$ cat config.mk
export PLATFORM = sky130hd
export DESIGN_NAME = adder_arbiter
export DESIGN_NICKNAME = d
export VERILOG_FILES = /design/src/rtl/adder_arbiter.sv
export SDC_FILE = /design/constraint.sdc
export NUM_CORES = 1
export LEC_CHECK = 0
export ABC_AREA = 1
export CELL_PAD_IN_SITES_DETAIL_PLACEMENT = 0
export CELL_PAD_IN_SITES_GLOBAL_PLACEMENT = 1
export CORE_ASPECT_RATIO = 1.75
export CORE_MARGIN = 10
export CORE_UTILIZATION = 33
export CTS_CLUSTER_DIAMETER = 30
export DETAILED_ROUTE_END_ITERATION = 7
export HOLD_SLACK_MARGIN = 0.1
export PLACE_DENSITY = 0.85
export SLEW_MARGIN = 20
export SYNTH_ARGS = -nofsm -noshare
export SYNTH_HDL_FRONTEND = slang
export SYNTH_SLANG_ARGS = --single-unit
$ cat constraint.sdc
create_clock -name clk -period 4.8 [get_ports clk]
set_input_delay 0.72 -clock clk [delete_from_list [all_inputs] [get_ports clk]]
set_output_delay 0.72 -clock clk [all_outputs]
set_load 0.05 [all_outputs]
$ cat src/rtl/adder_arbiter.sv
// adder_arbiter: two-requester round-robin front end for one shared
// combinational adder.
//
// Each requester offers an operand pair on a valid/ready handshake. While the
// block is idle it grants one requester, steers that requester's operands
// into the shared adder and registers the sum on the accept edge. The result
// is then held on res_suma/res_id with res_valid until the consumer takes it
// with res_ready, after which the block returns to idle. One operation
// completes at most every two cycles.
//
// Ports:
//   clk                     clock, rising edge
//   rst                     asynchronous active-high reset
//   req0_valid/a/b, ready   requester 0 handshake and operands
//   req1_valid/a/b, ready   requester 1 handshake and operands
//   res_valid/suma/id       registered result, N+1 bit sum, owner ID
//   res_ready               consumer accepts result
//   op_cnt                  count of consumed results, wraps modulo 2^CNT_W

// Shared unsigned adder, full-width result with no truncation.
module adder #(
    parameter int N = 3
) (
    input  logic [N-1:0] a,
    input  logic [N-1:0] b,
    output logic [N:0]   suma
);
    assign suma = {1'b0, a} + {1'b0, b};
endmodule

module adder_arbiter #(
    parameter int N     = 3,
    parameter int CNT_W = 8
) (
    input  logic             clk,
    input  logic             rst,
    input  logic             req0_valid,
    input  logic [N-1:0]     req0_a,
    input  logic [N-1:0]     req0_b,
    output logic             req0_ready,
    input  logic             req1_valid,
    input  logic [N-1:0]     req1_a,
    input  logic [N-1:0]     req1_b,
    output logic             req1_ready,
    output logic             res_valid,
    output logic [N:0]       res_suma,
    output logic             res_id,
    input  logic             res_ready,
    output logic [CNT_W-1:0] op_cnt
);

    typedef enum logic {IDLE = 1'b0, HOLD = 1'b1} state_t;

    state_t       state;
    logic         last_grant;
    logic         grant0;
    logic         grant1;
    logic         accept;
    logic [N-1:0] add_a;
    logic [N-1:0] add_b;
    logic [N:0]   add_suma;

    // Winner selection. On a tie the requester not served last wins, which
    // is what makes back-to-back contention alternate.
    always_comb begin
        grant0 = 1'b0;
        grant1 = 1'b0;
        if (state == IDLE) begin
            if (req0_valid && req1_valid) begin
                grant0 = last_grant;
                grant1 = ~last_grant;
            end else if (req0_valid) begin
                grant0 = 1'b1;
            end else if (req1_valid) begin
                grant1 = 1'b1;
            end
        end
    end

    assign accept     = grant0 | grant1;
    assign req0_ready = grant0;
    assign req1_ready = grant1;

    // Only the winner's operands reach the adder; when nobody is granted the
    // adder output is simply not captured.
    assign add_a = grant1 ? req1_a : req0_a;
    assign add_b = grant1 ? req1_b : req0_b;

    adder #(.N(N)) u_adder (
        .a    (add_a),
        .b    (add_b),
        .suma (add_suma)
    );

    // Accept edge captures the sum; drain edge releases the result.
    // res_suma/res_id keep their last value after the drain.
    always_ff @(posedge clk or posedge rst) begin
        if (rst) begin
            state      <= IDLE;
            last_grant <= 1'b1;
            res_valid  <= 1'b0;
            res_suma   <= '0;
            res_id     <= 1'b0;
            op_cnt     <= '0;
        end else begin
            case (state)
                IDLE: begin
                    if (accept) begin
                        res_suma   <= add_suma;
                        res_id     <= grant1;
                        last_grant <= grant1;
                        res_valid  <= 1'b1;
                        state      <= HOLD;
                    end
                end
                HOLD: begin
                    if (res_valid && res_ready) begin
                        res_valid <= 1'b0;
                        op_cnt    <= op_cnt + 1'b1;
                        state     <= IDLE;
                    end
                end
                default: state <= IDLE;
            endcase
        end
    end

endmodule

## Yosys cells after proc, flatten, opt, wreduce, memory -nomap -nowiden

Cells that the tools add are included.

- $add $sub $neg: 2
- Eq/ne operators: 2
- Mux-type cells: 15
- Bitwise logic cells: 3
- Reduce and logical (&&, ||, !) cells: 5

Operators with widths:

| operator | count |
|---|---|
| 1-bit two-way mux | 11 |
| 8-bit by 1-bit adder with 8-bit output, second input constant | 1 |
| 3-bit two-way mux | 2 |
| 2-bit AND reduction | 3 |
| 3-bit by 3-bit adder with 4-bit output | 1 |
| 1-bit case mux with 2 select lines | 2 |
| 1-bit logical AND | 2 |
| 2-bit by 1-bit inequality test with 1-bit output, second input constant | 1 |
| 2-bit inequality test, second input constant | 1 |
| 1-bit inverter | 2 |
| 1-bit OR | 1 |

- Register bits after elaboration: 16
- Bits of input ports: 17
- Output and inout port bits: 16
- Logic and storage cells: 33

## Longest topological paths before layout

Gate-level depths: netlist of run 1.

- Word-level depth: 7
- Depth in mapped cells: 10
- Gate-level depth less buffers: 10

## By module

From an unflattened synthesis of run 1, not the netlist that was laid out.

- Cell total of the unflattened synthesis: 118
- Area total of the unflattened synthesis: 939.7 µm²

By module, submodules not included:

| module | times used | cells each | area an instance (µm²) | sequential area each (µm²) |
|---|---|---|---|---|
| adder_arbiter | 1 | 105 | 840.8 | 401.6 |
| adder | 1 | 13 | 98.8 | 0.0 |

## Worst setup path before layout of run 1

Ideal clock, no wire load.

- Kind: input port to output port
- From: input port req0_valid
- To: output port req0_ready
- Arrival: 1.525 ns
- Required time: 4.080 ns
- Path slack: 2.555 ns
- Stages: 2
- Path buffers: 0
- Cells stage by stage: nand2_1 a21oi_1

- Word-level cells in the longest chain between the ends: 3
- Elaborated cells between the ends (all ways): 4
- Those cells by class: mux: 3; reduce/logical: 1

RTL lines:

| item | RTL line | text |
|---|---|---|
| from (decl) | 37 | `input logic req0_valid,` |
| 1-bit two-way mux or 1-bit logical AND (tied branches) | 72, 69 |  |
| 1-bit two-way mux * | 69 | `if (req0_valid && req1_valid) begin` |
| 1-bit two-way mux * | 68 | `if (state == IDLE) begin` |
| to (decl) | 40 | `output logic req0_ready,` |

Every way passes the cells marked *; elsewhere a longest branch is shown, timed or not.

## Worst setup path in the final report of run 1

- From: input port req1_valid
- To: output port req1_ready

- Word-level cells in the longest chain between the ends: 4
- Elaborated cells between the ends (all ways): 5
- Those cells by class: mux: 4; reduce/logical: 1

RTL lines:

| item | RTL line | text |
|---|---|---|
| from (decl) | 41 | `input logic req1_valid,` |
| 1-bit two-way mux | 74 | `end else if (req1_valid) begin` |
| 1-bit two-way mux | 72 | `end else if (req0_valid) begin` |
| 1-bit two-way mux * | 69 |  |
| 1-bit two-way mux * | 68 |  |
| to (decl) | 44 | `output logic req1_ready,` |

Marked as above.

==> impl_metrics.toml, run 1 <==
[logic_synthesis]
avgSynthCellArea_um2 = 8.116
yosys.area.top_type = "dfrtp_1"
syn_area_um2 = 900.9
synth_cell_types = 24
synth_top_area_share_pct = 41.67
yosysSeqAreaShare_pct = 44.58
syn_nets = 133
yosys_warnings = 0
synthTopCellsByArea = "dfrtp_1 (42%), nand2_1 (21%), ha_1 (5.6%), inv_1 (5.4%), dfstp_2 (2.9%)"
ys_ff_latch = 16
syn_inst = 111

[power_and_ir_drop]
power_frac_seq_pct = 28.3
max-vdd-ir-drop_v = 0.0003099
p_sw_w = 0.0004512
comb_power_share_pct = 59.9
p_clk_share_pct = 11.7
p_int_w = 0.0004354
p_total_w = 0.0008866
power.share.switching_pct = 50.89
p_per_area_nw_per_um2 = 682.0
p_leak_nw = 0.6563

[timing]
rsz0062_at_grt = "no"
tightest_slew_ns = 0.6160
setup_tns_ns = 0
finalHoldViolations = 0
slew_violations = 0
max_freq_mhz = 319.2
finalCriticalPeriod_ns = 3.132
timing.final.crit_share_pct = 65.26
clock_skew_ns = 0.004021
max_slew_margin_pct = 58.89
setup_viol = 0

[floorplanning]
die_x_um = 59.50
pin_count = 33
rows = 25
core_area_um2 = 2659
fp.dieArea_um2 = 5302
initial_core_util_pct = 33.88
die_h_um = 89.12

[detailed_routing]
wire_per_inst_um = 12.22
vias_per_cell = 4.718
drt_wl_total_um = 2126
drtAntennaViolNets = 0
drt_pass1_iterations = 3
drtIter0Drc = 10
drc = 0
via_count = 821

[clock_network]
cts_setup_buffers = 0
clk_latency_ns = 0.25
clock_sinks = 16
post_cts_resized = 0
htreeDepth = 1
hold_buffers = 0
cts_buffers = 3
clockRootBuffer = "clkbuf_8"
cts_buffer_depth = 2
clkTransAtPathRegs_ns = 0.06
cts_tree = "built"

[global_route]
grt_pass1_wl_um = 3670
top_usage_layer = "met2"
use_met1_pct = 7.525
grt_max_degree = 17
grt_overflow = 0
antenna_found_initial = 0
use_met2_pct = 15.38
track_usage_pct = 8.664
grt_pass1_vias = 884
met3_usage_pct = 4.125

[finish]
mostFrequentLayoutCell = "nand2_1"
final_cells = 174
final_layout_size_suffix_gt1_share_pct = 8.163
n_antenna_cell = 0
nFillCells = 250
layout_common_cells = "nand2_1 (50), clkdlybuf4s50_1 (32), dfrtp_1 (15)"
nets = 170
syn2layout_area_growth_pct = 44.31

[min_path]
worstHoldPathType = "reg -> reg"
worst_hold_path.num_cells = 2

[status]
outcome = "finished, final reports clean"

[setup_path]
cp.required_ns = 4.08
rr_worst_depth = 9
worstSetupPathType = "in -> out"
arrival_ns = 2.41
critPathMaxFanout = 9
start_kind = "input port"
crit_path_end_kind = "output pin"

[placed_design]
numPortBuffers = 32
routabilityCongestion = 0.7617
numPlacedInstances = 170
hpwl_um = 1788

[run]
max-cap-violations = 0
final timing paths:
check / from / to / slack, ns
hold reg to reg: res_suma[3] / res_suma[3] / 0.48
max in group asynchronous: rst / state / 3.56
hold / removal: res_suma[3] / res_suma[3] / 0.48
setup reg to reg: last_grant / res_suma[2] / 2.88
min in group asynchronous: rst / op_cnt[7] / 0.84
setup / recovery: req1_valid / req1_ready / 1.67
state kept, by name, summed over array words and instances, names as in the netlist:
register	count
res_valid	1
res_id	1
op_cnt	8
last_grant	1
res_suma	4
state	1
critical path: stages:
cell and delay [ns]:
clkdlybuf4s50_1 0.53, nand3_2 0.19, inv_2 0.15, clkdlybuf4s50_1 0.82
synthesized netlist by cell type, drive strengths merged:
master,count
nand3,5
dfrtp,15
nor3,3
fa,1
inv,14
nand3b,2
nand4,2
xnor2,1
xor2,2
ha,4
nor2,5
a21oi,2
mux2,1
o21ai,3
dfstp,1
nand2,50
power by group through the flow:
stage	registers, W	clock network, W	logic [W]
CTS	0.000252	0.000109	0.000541
detailed placement	0.000252	0	0.000537
floorplan	0.000422	0	0.000193
global placement	0.000251	0	0.000527
global route	0.000263	0.000113	0.000581
finish	0.000251	0.000104	0.000531
per-stage QoR:
stage	worst slack, ns	hold WS, ns	util (%)	instance area [µm²]
5_1_grt	1.590	0.5199	48.89	1300
2_1_floorplan	2.555	0.4689	-	900.9
4_1_cts	1.649	0.4833	48.89	1300
3_5_place_dp	1.655	0.4651	47.20	1255
3_3_place_gp	1.671	0.4661	47.20	1255
6_report	1.668	0.4842	48.89	1300
final cells by class:
class | count | area [µm²] | area share [%]
Sequential cell | 16 | 401.6 | 30.90
Inverter | 14 | 52.55 | 4.042
Tap cell | 27 | 33.78 | 2.599
Multi-Input combinational cell | 81 | 446.7 | 34.36
Clock buffer | 4 | 45.04 | 3.465
Timing Repair Buffer | 32 | 320.3 | 24.64
layer usage:
| metal | wire (µm) | vias up |
|---|---|---|
| met1 | 804 | 369 |
| met3 | 261 | 5 |
| met4 | 43 | 0 |
| met5 | 0 | - |
| li1 | - | 417 |
| met2 | 1016 | 30 |
cell families (layout without fill, tap and decap cells):
logic type / Yosys count / in the layout / synth area share, %
flops: 16 / 16 / 44.58
compound gates: 5 / 5 / 3.194
simple gates: 67 / 67 / 34.44
mux: 1 / 1 / 1.250
fa+ha+maj: 5 / 5 / 7.778
xor+xnor: 3 / 3 / 2.917
buf+inv: 14 / 50 / 5.833
Power figures use the tool's default switching activity.
==> run 2, diff against run 1 <==
- CORE_UTILIZATION: 33 -> 31
- PLACE_DENSITY: 0.85 -> 0.8
- clock period: 4.8 -> 2.9 ns (I/O delays scaled with it)
==> run 2 against run 1 <==
- clock-buffer cell count unchanged
- critical path depth is the same
- non-clock buffer count stayed put
- sequential power is 66% higher
- die area rose by 4.6%
- clock skew decreased by 0.0015 ns
- via count is 1.8% lower
- clock power rose by 66%
- final area down 0.19%
- largest cell class unchanged
- highest routed layer unchanged
- utilization down 1.8 points
==> impl_metrics.toml, run 2 (same netlist as run 1, synthesis figures left out) <==
[setup_path]
worstSetupPathType = "in -> out"
cp.required_ns = 2.47
critPathMaxFanout = 3
start_kind = "input port"
arrival_ns = 1.95
crit_path_end_kind = "output pin"

[global_route]
track_usage_pct = 8.318
grt_overflow = 0
grt_pass1_vias = 866
grt_pass1_wl_um = 3726
grt_max_degree = 17
antenna_found_initial = 0

[clock_network]
hold_buffers = 0
clkTransAtPathRegs_ns = 0.06
cts_setup_buffers = 0
cts_buffers = 3
clockRootBuffer = "clkbuf_8"
clk_latency_ns = 0.25
clock_sinks = 16
cts_buffer_depth = 2
post_cts_resized = 0
cts_tree = "built"
htreeDepth = 1

[power_and_ir_drop]
p_int_w = 0.0007169
max-vdd-ir-drop_v = 0.0005433
p_per_area_nw_per_um2 = 1124
p_leak_nw = 0.6580
power.share.switching_pct = 50.84
power_frac_seq_pct = 28.6
comb_power_share_pct = 59.5
p_clk_share_pct = 11.8
p_sw_w = 0.0007414

[floorplanning]
core_area_um2 = 2753
die_h_um = 91.32
die_x_um = 60.75
pin_count = 33
rows = 25
fp.dieArea_um2 = 5547
initial_core_util_pct = 32.73

[timing]
timing.final.crit_share_pct = 82.30
tightest_slew_ns = 0.5934
finalHoldViolations = 0
slew_violations = 0
clock_skew_ns = 0.002520
max_slew_margin_pct = 60.40
max_freq_mhz = 419.0
setup_tns_ns = 0
finalCriticalPeriod_ns = 2.387
whs_ns = 0.4801
rsz0062_at_grt = "no"
setup_viol = 0
worst_slack_ns = 0.5133

[finish]
layout_common_cells = "nand2_1 (50), clkdlybuf4s50_1 (31), dfrtp_1 (15)"
final_layout_size_suffix_gt1_share_pct = 8.844
nets = 170
final_cells = 174
mostFrequentLayoutCell = "nand2_1"
final_core_util_pct = 47.14
top_register = "op_cnt"
syn2layout_area_growth_pct = 44.03
n_antenna_cell = 0
largest_reg_flops = 8
reg_top3 = "op_cnt x8, res_suma x4"

[detailed_routing]
drtIter0Drc = 12
drc = 0
via_count = 806
drtAntennaViolNets = 0
wire_per_inst_um = 11.92
vias_per_cell = 4.632
drt_wl_total_um = 2074
drt_pass1_iterations = 3

[placed_design]
pre_cts_slack_ns = 0.4987
routabilityCongestion = 0.7581
numPortBuffers = 32
numPlacedInstances = 170
hpwl_um = 1781

[run]
max-cap-violations = 0

[min_path]
worstHoldPathType = "reg -> reg"

[status]
outcome = "finished, final reports clean"
## run 2: changes by cell type in the layout (fill, tap and decap cells not counted), sizes merged
cell           previous run  this run
clkdlybuf4s50            32        31
buf                       0         1
## run 2: path summary, 6_finish.rpt
check | start | end | slack (ns) | cells past startpoint
setup reg to reg | last_grant | res_suma[2] | 0.98 | 9
max in group asynchronous | rst | res_valid | 1.96 | 2
hold reg to reg | res_id | res_id | 0.48 | 2
hold / removal | res_id | res_id | 0.48 | 2
setup / recovery | req0_valid | req0_ready | 0.51 | 4
min in group asynchronous | rst | op_cnt[4] | 0.55 | 2
## run 2: per-stage QoR
| stage | total power [W] | instance area [µm²] |
|---|---|---|
| 2_1_floorplan | 0.001017 | 900.9 |
| 3_3_place_gp | 0.001293 | 1252 |
| 3_5_place_dp | 0.001306 | 1252 |
| 4_1_cts | 0.001484 | 1297 |
| 5_1_grt | 0.001574 | 1297 |
| 6_report | 0.001458 | 1297 |
## run 2: power groups by stage
stage	Clock [W]	Combinational, W	Sequential, W
global placement	0	0.000872	0.000420
CTS	0.000178	0.000885	0.000421
global route	0.000186	0.000952	0.000437
floorplan	0	0.000319	0.000698
finish	0.000173	0.000868	0.000417
detailed placement	0	0.000883	0.000423
## run 2: area by class of cell
type | instances | area [µm²]
timing repair buffer | 32 | 317.8
inverter | 14 | 52.55
fill | 285 | 1455
tap | 27 | 33.78
multi-input combinational | 81 | 446.7
sequential | 16 | 401.6
clock buffer | 4 | 45.04
## run 2: critical path, stage by stage
cell             delay [ns]
clkdlybuf4s50_1        0.52
nand2_1                0.07
a21oi_1                0.11
clkdlybuf4s50_1        0.82
## run 2: metal layers
metal  part of all wire, %  track usage (%)
met3                   9.2            2.789
met1                    39            8.036
met2                    49            14.51
met5                     0                0
met4                   2.8            4.412
